`src/rtl/seg_scan_display.sv`:
```
// seg_scan_display
//   Multiplexed seven-segment display controller. A binary value is loaded
//   through a load handshake, converted to BCD by a sequential double-dabble
//   engine (one shift per clock), then scanned across DIGITS common-select
//   digits at a rate set by an internal prescaler.
//
//   Optional feature macro: LEAD_ZERO_BLANK_EN (blank leading-zero digits).
//
// Parameters
//   DATA_W   : width of the binary input value (>= 4)
//   DIGITS   : number of physical digits scanned (2..8)
//   SCAN_DIV : clk_i cycles each digit is held (>= 2)
// Ports
//   clk_i       : system clock
//   reset_n     : asynchronous active-low reset
//   value_i     : unsigned binary value to display
//   load_i      : load request, accepted only while busy_o is low
//   busy_o      : conversion in progress
//   overflow_o  : displayed value does not fit in DIGITS decimal digits
//   digit_en_o  : one-hot active-high digit select, bit 0 = least significant
//   segs_o      : active-high segments, bit6..bit0 = a..g
module seg_scan_display #(
    parameter int DATA_W   = 8,
    parameter int DIGITS   = 4,
    parameter int SCAN_DIV = 4160
) (
    input  logic              clk_i,
    input  logic              reset_n,
    input  logic [DATA_W-1:0] value_i,
    input  logic              load_i,
    output logic              busy_o,
    output logic              overflow_o,
    output logic [DIGITS-1:0] digit_en_o,
    output logic [6:0]        segs_o
);

    // ceil(DATA_W * log10(2)) + 1 nibbles, never fewer than the displayed digits
    localparam int NB_CALC = (DATA_W * 30103 + 99999) / 100000 + 1;
    localparam int NBCD    = (NB_CALC > DIGITS) ? NB_CALC : DIGITS;
    localparam int CW      = $clog2(DATA_W);
    localparam int IW      = $clog2(DIGITS);
    localparam int PW      = $clog2(SCAN_DIV);

    localparam logic [6:0] SEG_DASH  = 7'b0000001;
    localparam logic [6:0] SEG_BLANK = 7'b0000000;
    localparam logic [6:0] SEG_ZERO  = 7'b1111110;

    typedef enum logic {S_IDLE, S_SHIFT} state_e;

    state_e                  state_q;
    logic [CW-1:0]           cnt_q;
    logic [DATA_W-1:0]       bin_q, bin_d;
    logic [NBCD-1:0][3:0]    bcd_q, bcd_adj, bcd_d;
    logic [DIGITS-1:0][3:0]  disp_q;
    logic                    ovf_q, hi_nz;
    logic [PW-1:0]           presc_q;
    logic [IW-1:0]           idx_q;
    logic [DIGITS-1:0]       digit_en_q, digit_en_d;
    logic [6:0]              segs_q, segs_d;
    logic [3:0]              cur_nib;
    logic                    blank;

    function automatic logic [6:0] dec7(input logic [3:0] n);
        case (n)
            4'd0:    dec7 = 7'b1111110;
            4'd1:    dec7 = 7'b0110000;
            4'd2:    dec7 = 7'b1101101;
            4'd3:    dec7 = 7'b1111001;
            4'd4:    dec7 = 7'b0110011;
            4'd5:    dec7 = 7'b1011011;
            4'd6:    dec7 = 7'b1011111;
            4'd7:    dec7 = 7'b1110000;
            4'd8:    dec7 = 7'b1111111;
            4'd9:    dec7 = 7'b1111011;
            default: dec7 = SEG_BLANK;
        endcase
    endfunction

    // Double-dabble step: add-3 correction, then shift {BCD, binary} left.
    always_comb begin
        for (int i = 0; i < NBCD; i++)
            bcd_adj[i] = (bcd_q[i] >= 4'd5) ? bcd_q[i] + 4'd3 : bcd_q[i];
    end

    assign {bcd_d, bin_d} = {bcd_adj, bin_q} << 1;

    generate
        if (NBCD > DIGITS) begin : g_hi
            assign hi_nz = |bcd_d[NBCD-1:DIGITS];
        end else begin : g_no_hi
            assign hi_nz = 1'b0;
        end
    endgenerate

    // Converter FSM; display register and overflow commit on the last shift.
    always_ff @(posedge clk_i or negedge reset_n) begin
        if (!reset_n) begin
            state_q <= S_IDLE;
            cnt_q   <= '0;
            bin_q   <= '0;
            bcd_q   <= '0;
            disp_q  <= '0;
            ovf_q   <= 1'b0;
        end else begin
            case (state_q)
                S_IDLE: begin
                    if (load_i) begin
                        bin_q   <= value_i;
                        bcd_q   <= '0;
                        cnt_q   <= '0;
                        state_q <= S_SHIFT;
                    end
                end
                S_SHIFT: begin
                    bin_q <= bin_d;
                    bcd_q <= bcd_d;
                    cnt_q <= cnt_q + 1'b1;
                    if (cnt_q == CW'(DATA_W - 1)) begin
                        state_q <= S_IDLE;
                        disp_q  <= bcd_d[DIGITS-1:0];
                        ovf_q   <= hi_nz;
                    end
                end
                default: state_q <= S_IDLE;
            endcase
        end
    end

    // Segment pattern for the digit currently selected by the scan index.
    always_comb begin
        cur_nib    = '0;
        blank      = 1'b0;
        digit_en_d = '0;
        for (int i = 0; i < DIGITS; i++) begin
            digit_en_d[i] = (idx_q == IW'(i));
            if (idx_q == IW'(i)) cur_nib = disp_q[i];
        end
`ifdef LEAD_ZERO_BLANK_EN
        // Walk down from the top digit; a digit blanks only if it and every
        // digit above it are zero. Digit 0 is excluded so "0" stays visible.
        begin
            logic run;
            run = 1'b1;
            for (int i = DIGITS - 1; i > 0; i--) begin
                run = run & (disp_q[i] == 4'd0);
                if (idx_q == IW'(i)) blank = run;
            end
        end
`endif
        if (ovf_q)      segs_d = SEG_DASH;
        else if (blank) segs_d = SEG_BLANK;
        else            segs_d = dec7(cur_nib);
    end

    // Free-running scan; select and segments are registered together so
    // they always describe the same digit.
    always_ff @(posedge clk_i or negedge reset_n) begin
        if (!reset_n) begin
            presc_q    <= '0;
            idx_q      <= '0;
            digit_en_q <= DIGITS'(1);
            segs_q     <= SEG_ZERO;
        end else begin
            if (presc_q == PW'(SCAN_DIV - 1)) begin
                presc_q <= '0;
                idx_q   <= (idx_q == IW'(DIGITS - 1)) ? '0 : idx_q + 1'b1;
            end else begin
                presc_q <= presc_q + 1'b1;
            end
            digit_en_q <= digit_en_d;
            segs_q     <= segs_d;
        end
    end

    assign busy_o     = (state_q == S_SHIFT);
    assign overflow_o = ovf_q;
    assign digit_en_o = digit_en_q;
    assign segs_o     = segs_q;

endmodule

```
`config.mk`:
```
export PLATFORM = sky130hd
export DESIGN_NAME = seg_scan_display
export DESIGN_NICKNAME = d
export VERILOG_FILES = /design/src/rtl/seg_scan_display.sv
export SDC_FILE = /design/constraint.sdc
export NUM_CORES = 1
export LEC_CHECK = 0
export ABC_CLOCK_PERIOD_IN_PS = 2800
export BUFFER_PORTS_ARGS = -buffer_cell sky130_fd_sc_hd__buf_2
export CAP_MARGIN = 5
export CORE_MARGIN = 1.5
export CORE_UTILIZATION = 40
export CTS_BUF_LIST = sky130_fd_sc_hd__clkbuf_4 sky130_fd_sc_hd__clkbuf_8
export CTS_CLUSTER_DIAMETER = 100
export DETAILED_ROUTE_END_ITERATION = 16
export GPL_TIMING_DRIVEN = 0
export PLACE_DENSITY_LB_ADDON = 0.2
export SYNTH_ARGS = -nofsm -noshare
export SYNTH_HDL_FRONTEND = slang
export SYNTH_SLANG_ARGS = --single-unit
```
`constraint.sdc`:
```
create_clock -name clk_i -period 2.8 [get_ports clk_i]
set_input_delay 0.42 -clock clk_i [delete_from_list [all_inputs] [get_ports clk_i]]
set_output_delay 0.42 -clock clk_i [all_outputs]
set_load 0.1 [all_outputs]
```
==> results.json <==
{
  "worstPathArrival_ns": 2.52,
  "max_cap_viol_count": 0,
  "yosysMostFrequentCell": "dfrtp_1",
  "holdWs_ns": 0.1663,
  "tightest_slew_ns": 0.8699,
  "p_leak_nw": 1.822,
  "max_freq_mhz": 446.2,
  "placed_cell_area_um2": 3735,
  "portBuffers": 21,
  "hp-class": "in2async",
  "track_usage": 0.1566,
  "die_area_um2": 9309,
  "clkTransAtPathRegs_ns": 0.08,
  "setup_tns_ns": 0,
  "post-route-period-util": 0.8005,
  "drc": 0,
  "wl_per_cell_um": 13.48,
  "start_kind": "flip-flop",
  "rsz0062_at_grt": "false",
  "irDropWorstVdd_mv": 0.5854,
  "finalHoldViolCount": 0,
  "ys_top_cells_by_area": "dfrtp_1 45%, ha_1 7.5%, mux2i_1 5.7%",
  "power.density_nw_per_um2": 1082,
  "cts_hold_buf": 0,
  "antenna_found_initial": 0,
  "via_per_inst": 5.022,
  "criticalPathCategory": "reg2reg",
  "async_reset_ff_frac": 1.000,
  "final-max-slew-violation-count": 0,
  "diodes": 0,
  "syn-num-nets": 352,
  "fin_crit_ns": 2.241,
  "ctsResizeCount": 0,
  "drive_gt1_frac": 0.1849,
  "ys_types": 41,
  "post_cts_buffers": 0,
  "netlist_area_um2": 3496,
  "row_count": 33,
  "die_h_um": 96.49,
  "grt_pass1_vias": 2348,
  "cts_root_buf": "clkbuf_8",
  "synth_cells": 320,
  "worst_slack_ns": 0.5587,
  "clock_skew_ns": 0.008013,
  "synth-seq-cells": 70,
  "drtPass1Iterations": 4,
  "final_util": 0.4685,
  "yosys-top-cells-count": "63 x dfrtp_1, 36 x nand2_1, 27 x o21ai_0",
  "finalSetupViolCount": 0,
  "drt_iter0_drc": 59,
  "grt_max_degree": 71,
  "dp.cells": 446,
  "worstSetupEndpointType": "flip-flop",
  "path_max_fanout": 7,
  "start_util": 0.4191,
  "place.gp.congestion": 0.7327,
  "yosysTopAreaCellShare": 0.4510,
  "clk_latency_ns": 0.34,
  "cts_tree": "yes",
  "synth_edf_count": 0,
  "cts_max_path_buffers": 2,
  "power_mw": 4.229,
  "status": "finished clean",
  "die_w_um": 96.49,
  "cts.sink_count": 70,
  "grt_pass1_wl_um": 10920,
  "area_delta_synth_final_pct": 11.78,
  "stdcell_count": 462,
  "postSynthAreaPerCell_um2": 10.92,
  "synth-main-ff-cell": "dfrtp_1",
  "required_ns": 3.08,
  "core_um2": 8341,
  "routed_wl_um": 6226,
  "relSlewSlack": 0.4200,
  "design_area_um2": 3908,
  "synth_top_cell_by_area": "dfrtp_1",
  "ys_seq_area_frac": 0.5036,
  "via_count": 2320,
  "pre_cts_ws_ns": 0.5626,
  "dp_hpwl_um": 4442,
  "grt_overflow": 0,
  "yosysWarnings": 0,
  "finalNetCount": 384,
  "postRouteAntennaNets": 0,
  "numCtsBuffers": 9,
  "pin_count": 24,
  "h-tree-depth": 3
}
-- worst paths after layout --
kind	slack [ns]	to	start	cells after the start
min	0.17	presc_q[6]	reset_n	1
max in group asynchronous	2.03	bin_q[4]	reset_n	1
max reg2reg	0.56	segs_o[6]	idx_q[0]	7
max	0.56	segs_o[6]	idx_q[0]	7
min in group clk_i	0.34	bin_q[0]	value_i[0]	3
min reg2reg	0.47	presc_q[4]	presc_q[4]	1
-- cell usage in the layout (no fill, tap or decap), types with 4 or more instances in the layout --
cell type / instances
clkbuf_1: 8
nor2_1: 7
nand3_1: 8
o21ai_0: 27
dfstp_2: 7
nand2_1: 36
and3_1: 5
clkbuf_8: 9
nand2b_1: 17
o31ai_1: 7
xnor2_1: 11
mux2_2: 8
o21ai_1: 4
mux2i_1: 20
nor3b_1: 8
ha_1: 21
inv_1: 16
buf_2: 22
dfrtp_1: 63
a21oi_1: 14
-- critical path, stage by stage (launching register included) --
cell and delay (ns):
dfrtp_1 0.41, ha_1 0.29, nand2b_2 0.28, o221ai_1 0.45
inv_1 0.13, ha_1 0.24, mux2_4 0.27, o21ai_2 0.10
-- routing by layer --
metal | routed length [um] | GRT usage | vias up
li1 | - | - | 1176
met1 | 3036 | 0.1971 | 1103
met2 | 2919 | 0.2570 | 34
met3 | 211 | 0.04930 | 7
met4 | 59 | 0.04710 | 0
met5 | 0 | 0 | -
-- flip-flops by register name, indices dropped and copies added (netlist names) --
signal      flops
bcd_q          16
disp_q         16
presc_q        13
bin_q           8
segs_o          7
digit_en_o      4
cnt_q           3
idx_q           2
busy_o          1
-- logic make-up (layout without fill, tap and decap cells) --
group | count (synthesis) | after routing | share of synthesized area
simple gates | 90 | 90 | 0.1357
flops | 70 | 70 | 0.5036
compound gates | 67 | 67 | 0.1271
mux | 30 | 30 | 0.09163
buf+inv | 27 | 64 | 0.03078
fa+ha+maj | 21 | 21 | 0.07516
xor+xnor | 14 | 14 | 0.03508
other cells | 1 | 1 | 0.001073
-- power by group --
group / switching, mW / internal (mW) / total [mW]
Sequential: 0.228 / 1.38 / 1.61
Combinational: 1.22 / 0.696 / 1.91
Clock: 0.383 / 0.322 / 0.705
-- layout make-up --
type / count / area, um2
clock buffer: 9 / 123.9
multi-input combinational: 223 / 1628
fill: 798 / 4433
buffer: 11 / 47.55
tap: 105 / 131.4
timing repair buffer: 21 / 107.6
sequential: 70 / 1760
inverter: 16 / 60.06
clock inverter: 7 / 48.80
Power figures use the tool's default switching activity.
